### src/rtl/runner_ctrl_input_if.sv
// Button-side and control-side signals of the LED runner input conditioner.
// The master drives the raw buttons and the slave returns the conditioned controls.
interface runner_ctrl_input_if;
    logic       btn_en;
    logic       btn_speed;
    logic       btn_rst;
    logic       en;
    logic       speed;
    logic       rst_req;
    logic [2:0] press_pulse;

    modport master (
        output btn_en, btn_speed, btn_rst,
        input  en, speed, rst_req, press_pulse
    );

    modport slave (
        input  btn_en, btn_speed, btn_rst,
        output en, speed, rst_req, press_pulse
    );
endinterface

### src/rtl/runner_ctrl_input.sv
// Synchronises, debounces and one-pulses three pushbuttons into en/speed/rst_req for the runner.
// Optional CTRL_AUTO_PAUSE_EN: a reset press also pauses the runner and locks en until back in IDLE.
module runner_ctrl_input #(
    parameter int DB_SHIFT = 16,
    parameter int DB_DEPTH = 4,
    parameter int RST_HOLD = 8
) (
    input logic                clk,
    input logic                rst,
    runner_ctrl_input_if.slave bus
);
    localparam int HOLD_W = (RST_HOLD > 1) ? $clog2(RST_HOLD) : 1;

    typedef enum logic [1:0] {
        IDLE,
        HOLD,
        WAIT_REL
    } state_t;

    logic [DB_SHIFT-1:0] div;
    logic                sample_tick;
    logic [2:0]          raw;
    logic [2:0]          sync0;
    logic [2:0]          sync1;
    logic [2:0]          db;
    logic [2:0]          db_q;
    logic [2:0]          press;
    logic [DB_DEPTH-1:0] shreg [3];

    state_t              state;
    logic [HOLD_W-1:0]   hold_cnt;
    logic                en_q;
    logic                speed_q;
    logic                rst_req_q;

    assign raw         = {bus.btn_rst, bus.btn_speed, bus.btn_en};
    assign sample_tick = &div;
    assign press       = db & ~db_q;

    assign bus.en          = en_q;
    assign bus.speed       = speed_q;
    assign bus.rst_req     = rst_req_q;
    assign bus.press_pulse = press;

    // The debounced level only moves once DB_DEPTH consecutive samples agree; mixed history holds it.
    always_ff @(posedge clk or negedge rst) begin
        if (!rst) begin
            div   <= '0;
            sync0 <= '0;
            sync1 <= '0;
            db    <= '0;
            db_q  <= '0;
            for (int i = 0; i < 3; i++) begin
                shreg[i] <= '0;
            end
        end else begin
            div   <= div + DB_SHIFT'(1);
            sync0 <= raw;
            sync1 <= sync0;
            db_q  <= db;
            for (int i = 0; i < 3; i++) begin
                if (sample_tick) begin
                    shreg[i] <= {shreg[i][DB_DEPTH-2:0], sync1[i]};
                end
                if (&shreg[i]) begin
                    db[i] <= 1'b1;
                end else if (~|shreg[i]) begin
                    db[i] <= 1'b0;
                end
            end
        end
    end

    // Reset press is accepted only from IDLE; its speed clear is written last so it beats a same-cycle toggle.
    always_ff @(posedge clk or negedge rst) begin
        if (!rst) begin
            state     <= IDLE;
            hold_cnt  <= '0;
            en_q      <= 1'b0;
            speed_q   <= 1'b0;
            rst_req_q <= 1'b0;
        end else begin
            case (state)
                IDLE: begin
                    if (press[0]) begin
                        en_q <= ~en_q;
                    end
                    if (press[1]) begin
                        speed_q <= ~speed_q;
                    end
                    if (press[2]) begin
                        state     <= HOLD;
                        hold_cnt  <= HOLD_W'(RST_HOLD - 1);
                        rst_req_q <= 1'b1;
                        speed_q   <= 1'b0;
`ifdef CTRL_AUTO_PAUSE_EN
                        en_q      <= 1'b0;
`else
                        en_q      <= en_q ^ press[0];
`endif
                    end
                end
                HOLD: begin
                    if (hold_cnt == '0) begin
                        rst_req_q <= 1'b0;
                        state     <= WAIT_REL;
                    end else begin
                        hold_cnt <= hold_cnt - HOLD_W'(1);
                    end
                end
                WAIT_REL: begin
`ifdef CTRL_AUTO_PAUSE_EN
                    en_q <= en_q;
`else
                    if (press[0]) begin
                        en_q <= ~en_q;
                    end
`endif
                    if (press[1]) begin
                        speed_q <= ~speed_q;
                    end
                    if (!db[2]) begin
                        state <= IDLE;
                    end
                end
                default: begin
                    state <= IDLE;
                end
            endcase
        end
    end
endmodule
### src/flat_wrapper.sv
// flat-port wrapper written by rule: the top's interface ports become plain ports
module runner_ctrl_input_flat 
#(
    parameter int DB_SHIFT = 16,
    parameter int DB_DEPTH = 4,
    parameter int RST_HOLD = 8
)
  (clk, rst, bus_btn_en, bus_btn_speed, bus_btn_rst, bus_en, bus_speed, bus_rst_req, bus_press_pulse);
  runner_ctrl_input_if bus_i ();
  input logic clk;
  input logic rst;
  input wire logic [$bits(bus_i.btn_en)-1:0] bus_btn_en;
  input wire logic [$bits(bus_i.btn_speed)-1:0] bus_btn_speed;
  input wire logic [$bits(bus_i.btn_rst)-1:0] bus_btn_rst;
  output wire logic [$bits(bus_i.en)-1:0] bus_en;
  output wire logic [$bits(bus_i.speed)-1:0] bus_speed;
  output wire logic [$bits(bus_i.rst_req)-1:0] bus_rst_req;
  output wire logic [$bits(bus_i.press_pulse)-1:0] bus_press_pulse;
  assign bus_i.btn_en = bus_btn_en;
  assign bus_i.btn_speed = bus_btn_speed;
  assign bus_i.btn_rst = bus_btn_rst;
  assign bus_en = bus_i.en;
  assign bus_speed = bus_i.speed;
  assign bus_rst_req = bus_i.rst_req;
  assign bus_press_pulse = bus_i.press_pulse;
  runner_ctrl_input #(.DB_SHIFT(DB_SHIFT), .DB_DEPTH(DB_DEPTH), .RST_HOLD(RST_HOLD)) u_core (.clk(clk), .rst(rst), .bus(bus_i));
endmodule
### config.mk
export PLATFORM = sky130hd
export DESIGN_NAME = runner_ctrl_input_flat
export DESIGN_NICKNAME = d
export VERILOG_FILES = /design/src/rtl/runner_ctrl_input_if.sv /design/src/rtl/runner_ctrl_input.sv /design/src/flat_wrapper.sv
export SDC_FILE = /design/constraint.sdc
export NUM_CORES = 1
export LEC_CHECK = 0
export ABC_AREA = 0
export BUFFER_PORTS_ARGS = -buffer_cell sky130_fd_sc_hd__buf_2
export CAP_MARGIN = 30
export CORE_MARGIN = 4
export CORE_UTILIZATION = 45
export CTS_BUF_LIST = sky130_fd_sc_hd__clkbuf_16
export DETAILED_ROUTE_END_ITERATION = 7
export HOLD_SLACK_MARGIN = 0.05
export PLACE_DENSITY = 0.63
export REMOVE_ABC_BUFFERS = 1
export SYNTH_ARGS = -nofsm -noshare
export SYNTH_HDL_FRONTEND = slang
export SYNTH_SLANG_ARGS = --single-unit
### constraint.sdc
create_clock -name clk -period 2.22 [get_ports clk]
set_input_delay 0.444 -clock clk [delete_from_list [all_inputs] [get_ports clk]]
set_output_delay 0.444 -clock clk [all_outputs]
set_load 0.05 [all_outputs]
* After elaboration in Yosys (flattened, before gate mapping) *
Cells that the tools add are included.

operators by class
  add/sub/neg operators = 2
  eq/ne operators = 9
  muxes and demuxes = 22
  bitwise logic cells = 5
  reduce and logical (&&, ||, !) cells = 14

operator list
  kind                   count
  $add 16x1->16 const B  1
  $reduce_and 16->1      1
  $mux 1                 12
  $reduce_and 4->1       3
  $reduce_or 4->1        3
  $reduce_and 3->1       3
  $ne 2x1->1 const B     4
  $mux 2                 3
  $mux 3                 2
  $ne 2x2->1 const B     3
  $pmux 1 s2             3
  $pmux 2 s3             1
  $pmux 3 s2             1
  $reduce_bool 2->1      2
  $and 3x3->3            1
  $logic_not 3->1        1
  $not 3->3              1
  $sub 3x1->3 const B    1
  $eq 2x1->1 const B     1
  $eq 2x2->1 const B     1
  $logic_not 2->1        1
  $not 1->1              2
  $xor 1x1->1            1

storage, ports and cells
  register bits after elaboration = 48
  input port bits = 5
  output and inout port bits = 6
  logic and storage cells = 67

* Longest topological paths before layout *
  depth in word-level cells = 5
  depth in mapped cells = 6
  gate-level depth less buffers = 6

* Least setup slack after synthesis *
Ideal clock, no wire load.

  kind = reg2reg
  from = register u_core.div[0]
  to = register u_core.shreg[0] (netlist name)
  library setup time = 125 ps
  arrival time = 1759 ps
  required time = 2095 ps
  path slack = 336 ps
  cell stages (with the launch flop) = 6
  buffers on the path = 1
  clock period less this slack = 1884 ps
  cell sequence = dfrtp_1 -> ha_1 -> nand4_4 -> or4_4 -> buf_6 -> mux2_4

between the ends
  cells in the longest elaborated chain, start to end = 1

RTL lines
  what                           line                     text
  start, declared                runner_ctrl_input.sv:20  logic [DB_SHIFT-1:0] div;
  start signal, assigned         runner_ctrl_input.sv:57  div <= div + DB_SHIFT'(1);
  $reduce_and 16->1              runner_ctrl_input.sv:37  assign sample_tick = &div;
  end signal, assigned by index  runner_ctrl_input.sv:63  shreg[i] <= {shreg[i][DB_DEPTH-2:0], sync1[i]};
  end, declared                  runner_ctrl_input.sv:28  logic [DB_DEPTH-1:0] shreg [3];

Every way passes these cells.
A chain may end at the register's enable or synchronous reset.

* Final worst setup path *
  from = register u_core.div[0]
  to = register u_core.shreg[10] (netlist name)

The elaborated chain is that of the path after synthesis.

==> results_dict.tcl <==
set metrics [dict create \
    setup_tns_ps 0 \
    grt_pass1_wl_um 5350 \
    avgViaCountPerCell 5.07 \
    max_slew_margin_pct 52.8 \
    clkPwrFrac_pct 44.3 \
    cpLargestDelayFamily "simple AND/OR/NAND/NOR gates" \
    end_kind "register" \
    fin_crit_sh_pct 89.2 \
    path_cells "ha_1 -> nand4_4 -> or4_4 -> mux2_4" \
    dp_hpwl_um 2100 \
    area_delta_synth_final_pct 13.0 \
    status "finished clean" \
    crit_required_ps 2390 \
    rsz0062_at_grt "no" \
    cellLeakagePower_nw 1.14 \
    fp.dieW_um 74.0 \
    coreArea_um2 4120 \
    r2r-start "u_core.div[0]" \
    switching_power_uw 323 \
    netlist_area_um2 1960 \
    drv_slew 0 \
    numPlacedInstances 209 \
    drv_cap 0 \
    cts.sinks 48 \
    fin_util_pct 53.8 \
    ys_seq_elements 48 \
    period_minus_slack_ps 1980 \
    cpPeakStageDelay_ps 640 \
    diodes 0 \
    globalplace.congestion 0.793 \
    port_buffers 10 \
    cts_root_buffer "clkbuf_16" \
    path_class "reg -> reg" \
    grtUsageTotal_pct 13.1 \
    path_clk_slew_ps 60 \
    crit_path_start "u_core.div[0]" \
    startpoint_type "register" \
    placedInstanceArea_um2 2070 \
    path_max_fanout 12 \
    post-route-cell-area_um2 2210 \
    skew_ps 5.10 \
    start_util_pct 47.6 \
    hold_path_class "in -> async" \
    seq_area_frac_synth_pct 61.3 \
    wl_per_cell_um 13.8 \
    pre_cts_ws_ps 237 \
    layout-drive-gt1-share_pct 21.0 \
    r2r_end "u_core.shreg[10]" \
    synth_cell_types 32 \
    hold_violations 0 \
    netSwitchingFraction_pct 19.9 \
    endpoint "u_core.shreg[10]" \
    p_int_mw 1.30 \
    syn_area_per_cell_um2 13.2 \
    power_density_nw_per_um2 733 \
    setup_violations 0 \
    fp.dieH_um 74.0 \
    synth_cells 149 \
    routed-via-count 1101 \
    htreeDepth 2 \
    r2r_slack_ps 240 \
    layout_commonest_cell "dfrtp_1" \
    grt_max_degree 33 \
    critical_path_buf_inv_count 0 \
    cts_tree "yes" \
    crit_cells 4 \
    drc 0 \
    drt.antenna.violating_nets 0 \
    worst_pin_slew_ps 708 \
    crit_arrival_ps 2150 \
    holdBufCountCts 0 \
    cts-buffers-inserted 5 \
    dieArea_um2 5470 \
    max_freq_ghz 0.505 \
    drt-initial-drc-count 21 \
    combPwrFrac_pct 1.4 \
    firstDrtPassIters 4 \
    p_seq_share_pct 54.3 \
    ff2ff_path_depth 4 \
    first_global_vias 1154 \
    grt.overflow.total 0 \
    timing.final.ws_setup_ps 240 \
    clk-insertion-delay-late_ps 280 \
    post_cts_buffers 0 \
    antenna_found_initial 0 \
    fp-row-count 23 \
    finalNonFillerCells 217 \
    layout_common_cells "48 x dfrtp_1, 12 x nor2_1, 10 x mux2_4, 10 x buf_2, 9 x xnor2_1" \
    drt-total-wl_um 2990 \
    yosys_warnings 0 \
    ir_drop_uv 574 \
    cts_buffer_depth 2 \
    ctsResizeCount 0 \
    fin_nets 174 \
    cp_slowest_cell "or4_4" \
    io_pins 11 \
]
==> worst min path at each step <==
stage,endpoint,slack (ps),from,cells past startpoint
after floorplan,u_core.bus.en,150,rst,0
after global placement,u_core.sync1[1],340,u_core.sync0[1],0
after detailed placement,u_core.sync1[0],350,u_core.sync0[0],0
after CTS,u_core.db_q[1],230,rst,1
after global routing,u_core.sync0[0],260,bus_btn_en,1
final,u_core.db_q[1],210,rst,1
==> final cells by class <==
type | instances | area (um2)
Inverter | 6 | 22.5
Clock inverter | 3 | 17.5
Sequential cell | 48 | 1200
Tap cell | 50 | 62.6
Clock buffer | 5 | 125
Timing Repair Buffer | 12 | 65.1
Fill cell | 347 | 1900
Multi-Input combinational cell | 93 | 721
==> per-stage QoR <==
step / hold WS, ps / power, mW
6_report: 212 / 1.62
2_1_floorplan: 148 / 0.898
3_3_place_gp: 336 / 0.920
3_5_place_dp: 348 / 0.922
4_1_cts: 233 / 1.66
5_1_grt: 257 / 1.70
==> synth_stat cells <==
library cell / number / area (um2)
nand4_4: 1 / 21.3
nand3b_1: 1 / 7.51
buf_6: 1 / 11.3
xor2_1: 6 / 52.6
inv_1: 6 / 22.5
xnor2_1: 9 / 78.8
nor2b_1: 4 / 25.0
mux2i_1: 1 / 10.0
a2bb2oi_1: 2 / 17.5
nor2_1: 12 / 45.0
o21ai_0: 4 / 20.0
and4_4: 1 / 11.3
a31oi_1: 3 / 18.8
mux2_4: 10 / 150
nand2_1: 8 / 30.0
and4_1: 1 / 8.76
and3_1: 3 / 18.8
dfrtp_1: 48 / 1200
o32a_1: 1 / 10.0
nor3_1: 1 / 5.00
a22o_1: 1 / 8.76
o2bb2ai_1: 1 / 8.76
or4_4: 1 / 11.3
or3_1: 3 / 18.8
nand4_1: 2 / 12.5
ha_1: 3 / 37.5
nand3_1: 5 / 25.0
clkbuf_1: 1 / 3.75
nand2b_1: 2 / 12.5
a21oi_1: 3 / 15.0
and2_1: 1 / 6.26
mux2_2: 3 / 33.8
==> cells by family (layout without fill, tap and decap cells) <==
| family | after synthesis | count (layout) | share of synthesized area [%] |
|---|---|---|---|
| multiplexers | 14 | 14 | 9.90 |
| AND/OR/NAND/NOR | 46 | 46 | 13.2 |
| flip-flops | 48 | 48 | 61.3 |
| XOR/XNOR | 15 | 15 | 6.71 |
| AO/OA/AOI/OAI | 15 | 15 | 5.04 |
| buffers and inverters | 8 | 26 | 1.92 |
| adder cells (fa/ha/maj) | 3 | 3 | 1.92 |
==> power groups by stage <==
stage,sequential [mW],clock (mW),combinational [mW]
final,0.882,0.719,0.0220
after global routing,0.881,0.790,0.0269
after CTS,0.881,0.752,0.0238
after detailed placement,0.898,0,0.0236
after global placement,0.898,0,0.0223
after floorplan,0.898,0,0.000102
==> metal layers <==
layer / track usage, % / routed length, um / part of all wire (%) / vias up
met5: 0 / 0 / 0 / -
met4: 5.43 / 32 / 1.1 / 0
met3: 4.05 / 105 / 3.5 / 4
met2: 21.2 / 1480 / 49 / 15
met1: 16.4 / 1380 / 46 / 539
li1: - / - / - / 543
==> worst register-to-register path: cells and delay by family, from the launching register on <==
family | cells | cell delay (ps)
flip-flops | 1 | 420
AND/OR/NAND/NOR | 2 | 800
multiplexers | 1 | 340
adder cells (fa/ha/maj) | 1 | 300
==> registers in the layout (all words and copies together), names as in the netlist <==
register	flops
u_core.div	16
u_core.shreg	12
u_core.db	3
u_core.db_q	3
u_core.hold_cnt	3
u_core.sync0	3
u_core.sync1	3
u_core.state	2
u_core.bus.en	1
u_core.bus.rst_req	1
u_core.bus.speed	1
(Power assumes the default switching activity.)
